### src/rtl/instr_issue_sequencer.sv
// ---------------------------------------------------------------------------
// instr_issue_sequencer
//   Feeds 32-bit R-type instruction words, one per cycle, to a DataPath
//   instruction port. The host fills an internal FIFO over valid/ready. An
//   IDLE/RUN/STEP state machine drains the FIFO. When the head word reads
//   the register written by the word now on the output, one NOP bubble is
//   inserted before it issues.
//
// Ports
//   CLK, RST      clock (rising edge), asynchronous active-high reset
//   in_valid      host presents in_instr
//   in_instr      word to enqueue
//   in_ready      FIFO has room (combinational from fifo_count)
//   start         enter RUN
//   step          issue exactly one word, then return to IDLE
//   halt          return to IDLE (priority halt > step > start)
//   instruction   issued word, or 32'h0 (NOP)
//   issue_valid   instruction carries a real issued word this cycle
//   busy          state != IDLE
//   fifo_count    words currently queued
//   issued_count  total words issued, wraps modulo 2^CNT_W
// ---------------------------------------------------------------------------
module instr_issue_sequencer #(
    parameter int DEPTH  = 8,   // power of 2, >= 2
    parameter int CNT_W  = 16,
    parameter int HAZ_EN = 1
) (
    input  logic                     CLK,
    input  logic                     RST,
    input  logic                     in_valid,
    input  logic [31:0]              in_instr,
    output logic                     in_ready,
    input  logic                     start,
    input  logic                     step,
    input  logic                     halt,
    output logic [31:0]              instruction,
    output logic                     issue_valid,
    output logic                     busy,
    output logic [$clog2(DEPTH):0]   fifo_count,
    output logic [CNT_W-1:0]         issued_count
);

    localparam int             AW       = $clog2(DEPTH);
    localparam logic [AW:0]    FULL_CNT = (AW+1)'(DEPTH);

    typedef enum logic [1:0] {S_IDLE, S_RUN, S_STEP} state_t;

    state_t         state, state_nxt;
    logic [31:0]    mem [DEPTH];
    logic [AW-1:0]  rd_ptr, wr_ptr;
    logic [31:0]    head;
    logic [4:0]     prev_rd;
    logic           push, pop, empty, hazard;

    // ---------------- FIFO ----------------
    // in_ready looks only at the current count, so a pop in the same cycle
    // never lets a push into a full FIFO.
    assign in_ready = (fifo_count < FULL_CNT);
    assign push     = in_valid && in_ready;
    assign empty    = (fifo_count == '0);
    assign head     = mem[rd_ptr];

    // Storage needs no reset; the pointers/count define what is valid.
    always_ff @(posedge CLK) begin
        if (push)
            mem[wr_ptr] <= in_instr;
    end

    always_ff @(posedge CLK or posedge RST) begin
        if (RST) begin
            wr_ptr     <= '0;
            rd_ptr     <= '0;
            fifo_count <= '0;
        end else begin
            // Pointers are AW bits wide, so they wrap modulo DEPTH naturally.
            if (push) wr_ptr <= wr_ptr + 1'b1;
            if (pop)  rd_ptr <= rd_ptr + 1'b1;
            unique case ({push, pop})
                2'b10:   fifo_count <= fifo_count + 1'b1;
                2'b01:   fifo_count <= fifo_count - 1'b1;
                default: fifo_count <= fifo_count;
            endcase
        end
    end

    // ---------------- RAW hazard ----------------
    // Only an R-type head following a real R-type issue with a nonzero rd
    // can stall. Because the bubble clears issue_valid, the stall lasts
    // exactly one cycle.
    assign prev_rd = instruction[15:11];
    assign hazard  = (HAZ_EN != 0) && !empty
                  && (head[31:26] == 6'd0)
                  && issue_valid && (instruction[31:26] == 6'd0)
                  && (prev_rd != 5'd0)
                  && ((head[25:21] == prev_rd) || (head[20:16] == prev_rd));

    // ---------------- FSM ----------------
    always_ff @(posedge CLK or posedge RST) begin
        if (RST) state <= S_IDLE;
        else     state <= state_nxt;
    end

    always_comb begin
        state_nxt = state;
        pop       = 1'b0;
        unique case (state)
            S_IDLE: begin
                if (halt)       state_nxt = S_IDLE;
                else if (step)  state_nxt = S_STEP;
                else if (start) state_nxt = S_RUN;
            end
            S_RUN: begin
                if (halt)                  state_nxt = S_IDLE;
                else if (!empty && !hazard) pop      = 1'b1;
            end
            S_STEP: begin
                // Empty FIFO or a bubble keeps us waiting in STEP.
                if (halt) begin
                    state_nxt = S_IDLE;
                end else if (!empty && !hazard) begin
                    pop       = 1'b1;
                    state_nxt = S_IDLE;
                end
            end
            default: state_nxt = S_IDLE;
        endcase
    end

    // ---------------- Output register ----------------
    // Every edge without a pop (IDLE, empty, bubble, halt) loads a NOP,
    // which also drops any word left over from the previous cycle.
    always_ff @(posedge CLK or posedge RST) begin
        if (RST) begin
            instruction  <= '0;
            issue_valid  <= 1'b0;
            busy         <= 1'b0;
            issued_count <= '0;
        end else begin
            instruction <= pop ? head : 32'h0;
            issue_valid <= pop;
            busy        <= (state_nxt != S_IDLE);
            if (pop)
                issued_count <= issued_count + 1'b1;
        end
    end

endmodule

### config.mk
export PLATFORM = sky130hd
export DESIGN_NAME = instr_issue_sequencer
export DESIGN_NICKNAME = d
export VERILOG_FILES = /design/src/rtl/instr_issue_sequencer.sv
export SDC_FILE = /design/constraint.sdc
export NUM_CORES = 1
export LEC_CHECK = 0
export ABC_AREA = 1
export BUFFER_PORTS_ARGS = -buffer_cell sky130_fd_sc_hd__clkbuf_2
export CORE_ASPECT_RATIO = 0.6
export CORE_UTILIZATION = 60
export CTS_CLUSTER_SIZE = 30
export DETAILED_ROUTE_END_ITERATION = 10
export GPL_TIMING_DRIVEN = 0
export PLACE_DENSITY_LB_ADDON = 0.12
export SYNTH_ARGS = -nofsm -noshare
export SYNTH_HDL_FRONTEND = slang
export SYNTH_SLANG_ARGS = --single-unit
### constraint.sdc
create_clock -name CLK -period 3.5 [get_ports CLK]
set_input_delay 0.525 -clock CLK [delete_from_list [all_inputs] [get_ports CLK]]
set_output_delay 0.525 -clock CLK [all_outputs]
set_load 0.03 [all_outputs]
==> parameters.txt <==
Parameter                              Value

Run status
  Run status ... complete, no violations

Synthesis
  Cell variety after synth ... 33
  Sequential share of the synthesized area ... 0.712
  Multiplexer area fraction after synthesis ... 0
  Synthesized area ... 13,000 um^2
  Xor/xnor share of the synthesized area ... 0.0135
  Avg Cell Area, Syn ... 11.9 um^2
  Arithmetic-cell share of the synthesized area counting full adders, half adders and majority gates ... 0.00964
  Combinational family with the most area after synthesis ... simple AND/OR/NAND/NOR gates
  Cell taking the most area after synthesis ... edfxtp_1
  Main area contributors after synthesis ... edfxtp_1 (59%), dfrtp_1 (12%), nand2_1 (6.0%), nor2_1 (4.5%), nand3_1 (2.5%)
  Mapped Cells ... between 1,000 and 1,500
  Compound-cell area share of the yosys netlist ... 0.0790
  Share of synthesized registers carrying an async set or reset ... 0.195
  Count of flip-flops with a built-in enable after synthesis ... roughly 260
  Synth warnings ... 0
  Synthesized net count ... 1,137
  Post-synthesis register bit count ... 318
  Commonest register cell after synthesis ... edfxtp_1
  Post-synth top area share ... 0.592
  Post-synthesis share of cell area spent on and, or, nand and nor gates ... 0.139

Setup path
  Nature of the critical path endpoint ... flop
  Start-to-end type of the worst setup path ... flop to flop
  CP dominant cell by count ... nand2_1
  Startpoint type of the worst setup path ... flop
  Longest individual stage delay on the worst path ... 370 ps
  List of cells traversed by the critical path ... buf_2, clkbuf_2, o211ai_1, nand2_1, nand2_1, nor2_1, nand2_1, nor2_2, nand2_2, nand2_2, nor2_4, buf_6, ha_4, nand2_1, inv_1, o21ai_0, nand2_1, a21oi_1, o21ai_0, xor2_1
  Max FO, Critical Path ... 12
  RR Startpoint ... rd_ptr[2]
  Critical Path Source ... rd_ptr[2]
  Arrival time at the worst endpoint ... 3690 ps
  Depth of the worst register-to-register path ... 20
  Slowest-stage cell, CP ... clkbuf_2
  Worst R2R Setup Slack ... 240 ps
  Worst R2R End ... fifo_count[3]
  Worst EP required ... 3930 ps
  Worst setup path end ... fifo_count[3]

Floorplan
  Site row count ... just over 40
  Placeable Area ... about 21,000 um^2
  I/O pin count ... 93
  Starting density of the core ... 0.614
  Width of the die ... roughly 190 um
  Die Y-Extent ... 116 um
  Total die area ... ~22,000 um^2

Clocking
  Post CTS Setup Buffer Count ... 0
  Number of clock buffers inserted by TritonCTS ... 29
  Htree depth ... 1
  Library cell used as clock root buffer ... clkbuf_16
  Clock-pin transition on the worst setup and hold timing paths ... 70 ps
  Largest buffer count on any clock path ... 3
  Number of hold buffers added after cts ... 0
  TritonCTS clock tree ... built
  Clock Sink Count ... 318
  Clock latency reported for the late side of the worst-skew pair ... 560 ps

Global route
  Total grt overflow ... 0
  Total Routing Usage GR ... 0.299
  Number of global-route vias before repair ... 8,038
  Pin count of the biggest net entering global routing ... 33
  Wire length of the first global-routing pass ... roughly 48,000 um
  Antenna violations before repair ... 1

Final layout
  Total inserted antenna cells ... 0
  Fraction of final layout cells with drive strength greater than 1 ... 0.162
  Fillers ... 1,510
  Core occupancy in the finished layout ... 0.709
  Final layout net count ... approximately 1,300
  Final instance area ... ~15,000 um^2
  Synth-to-layout area growth ... 15.4%

Drt
  Via count ... between 8,000 and 9,000
  Drt pass-1 iters ... 7
  Count of routing violations after the opening detailed-route iteration ... ~1,200
  Average wire per standard cell ... 21.2 um
  Remaining number of nets flagged by the antenna check after routing ... 0
  Number of vias per cell ... 5.81
  Final wirelength ... roughly 32,000 um
  Count of unresolved DRC violations after routing ... 0

STA
  RSZ-0062 raised after global routing ... false
  Clock Skew ... 11.6 ps
  Highest Clock Rate ... ~310 MHz
  Count of final max-slew check failures ... 0
  Setup violations, final ... 0
  Worst-margin pin slew ... 752 ps
  Worst-case headroom to the max-slew limit ... 0.499
  Portion of the clock cycle consumed by the worst path in the final layout ... 0.931
  Final Hold Vio Count ... 0
  Min Clock Period, post-route ... between 3000 and 4000 ps
  Sum of negative setup slack ... 0 ps

Power and ir drop
  Ratio of total power to cell area ... around 790 nW/um^2
  Leakage Power ... 0.00594 uW
  Worst voltage drop across the vdd grid ... 470 uV

Placed design
  Total half-perimeter wirelength after legalization and detailed placement ... 21,000 um
  Number of port buffers ... 92
  Area post-placement ... ~14,000 um^2
  Weighted congestion reported at the end of routability-driven placement ... 0.886

Hold path
  Worst Hold Class ... input pin to asynchronous set/reset pin

Job
  Max Cap Viol ... 0
synth_stat cells (3+ instances only):
cell / instances
a32o_1: 16
o21ai_0: 47
buf_4: 8
a211oi_2: 14
nand3_1: 64
xor2_1: 12
buf_2: 18
nor3_1: 6
dfrtp_1: 62
o211ai_1: 6
buf_6: 5
edfxtp_1: 256
a21oi_1: 19
clkbuf_1: 21
nand2_2: 3
inv_1: 83
ha_1: 10
nor2_1: 155
o21ai_1: 32
nand2_1: 209
xnor2_1: 8
o22ai_1: 21
power breakdown:
| group | leakage [uW] | switching, uW | internal [uW] | total [uW] |
|---|---|---|---|---|
| sequential | 0.00313 | 179 | 4500 | 4680 |
| clock | 0.000433 | 1320 | 1700 | 3010 |
| combinational | 0.00238 | 2920 | 1230 | 4150 |
kinds of logic after synthesis:
family,after synthesis
simple gates,445
buf+inv,138
flops,318
fa+ha+maj,10
compound gates,158
xor+xnor,20
worst min-delay path by stage:
| stage | depth (start not counted) | slack [ps] | end |
|---|---|---|---|
| 2_1_floorplan | 2 | 490 | wr_ptr[0] |
| 3_3_place_gp | 1 | 510 | issued_count[3] |
| 3_5_place_dp | 1 | 510 | issued_count[3] |
| 4_1_cts | 2 | 90 | instruction[2] |
| 5_1_grt | 2 | 150 | instruction[2] |
| 6_report | 2 | 70 | instruction[2] |
per-stage QoR:
stage	hold WS (ps)	setup slack, ps	cells	power (uW)
finish	72.9	242	1523	11800
global route	148	68.0	1523	12400
CTS	88.3	70.5	1523	11700
detailed placement	512	-147	1469	8750
global placement	505	-826	1460	8590
floorplan	493	420	1089	7350
repair_timing:
item	CTS	global route
hold endpoints to repair	0	0
gates resized for setup	1	19
setup endpoints to repair	3	3
registers in the layout (all words and copies together) (netlist names):
name          flops
mem             256
instruction      32
issued_count     16
fifo_count        4
rd_ptr            3
wr_ptr            3
state             2
busy              1
issue_valid       1
final cells by class:
type | instances | area, um^2 | area share
sequential | 318 | 9240 | 0.616
multi-input combinational | 633 | 3210 | 0.214
clock buffer | 47 | 835 | 0.0557
timing repair buffer | 101 | 648 | 0.0432
tap | 279 | 349 | 0.0233
buffer | 54 | 329 | 0.0220
inverter | 84 | 318 | 0.0212
clock inverter | 7 | 60.1 | 0.00401
critical path, delay by kind of cell (launching register included):
| family | cells | cell delay (ps) |
|---|---|---|
| and+or+nand+nor | 10 | 1040 |
| buffers and inverters | 4 | 850 |
| AOI/OAI and AO/OA | 4 | 580 |
| DFF | 1 | 330 |
| adders and majority gates | 1 | 180 |
| xor gates and xnor gates | 1 | 160 |
cells in the final DEF (no fill, tap or decap), types with 3 or more instances in the layout:
cell,netlist,final
edfxtp_1,256,256
nand2_1,209,209
nor2_1,155,146
clkbuf_2,0,93
inv_1,83,82
nand3_1,64,64
dfrtp_1,62,62
o21ai_0,47,47
clkbuf_1,21,35
o21ai_1,32,32
clkbuf_16,0,30
o22ai_1,21,21
a21oi_1,19,19
a32o_1,16,16
a211oi_2,14,14
xor2_1,12,12
buf_2,18,10
buf_6,5,9
nor2_4,1,9
ha_1,10,9
buf_4,8,8
xnor2_1,8,8
buf_12,0,8
o211ai_1,6,6
nor3_1,6,6
clkbuf_4,0,4
nand2_2,3,3
clkinv_1,0,3
metal layers:
layer / global-route usage / part of all wire
met3: 0.0560 / 0.12
met2: 0.442 / 0.42
met5: 0 / 0.00037
met1: 0.467 / 0.44
met4: 0.0577 / 0.016
Power figures use the tool's default switching activity.
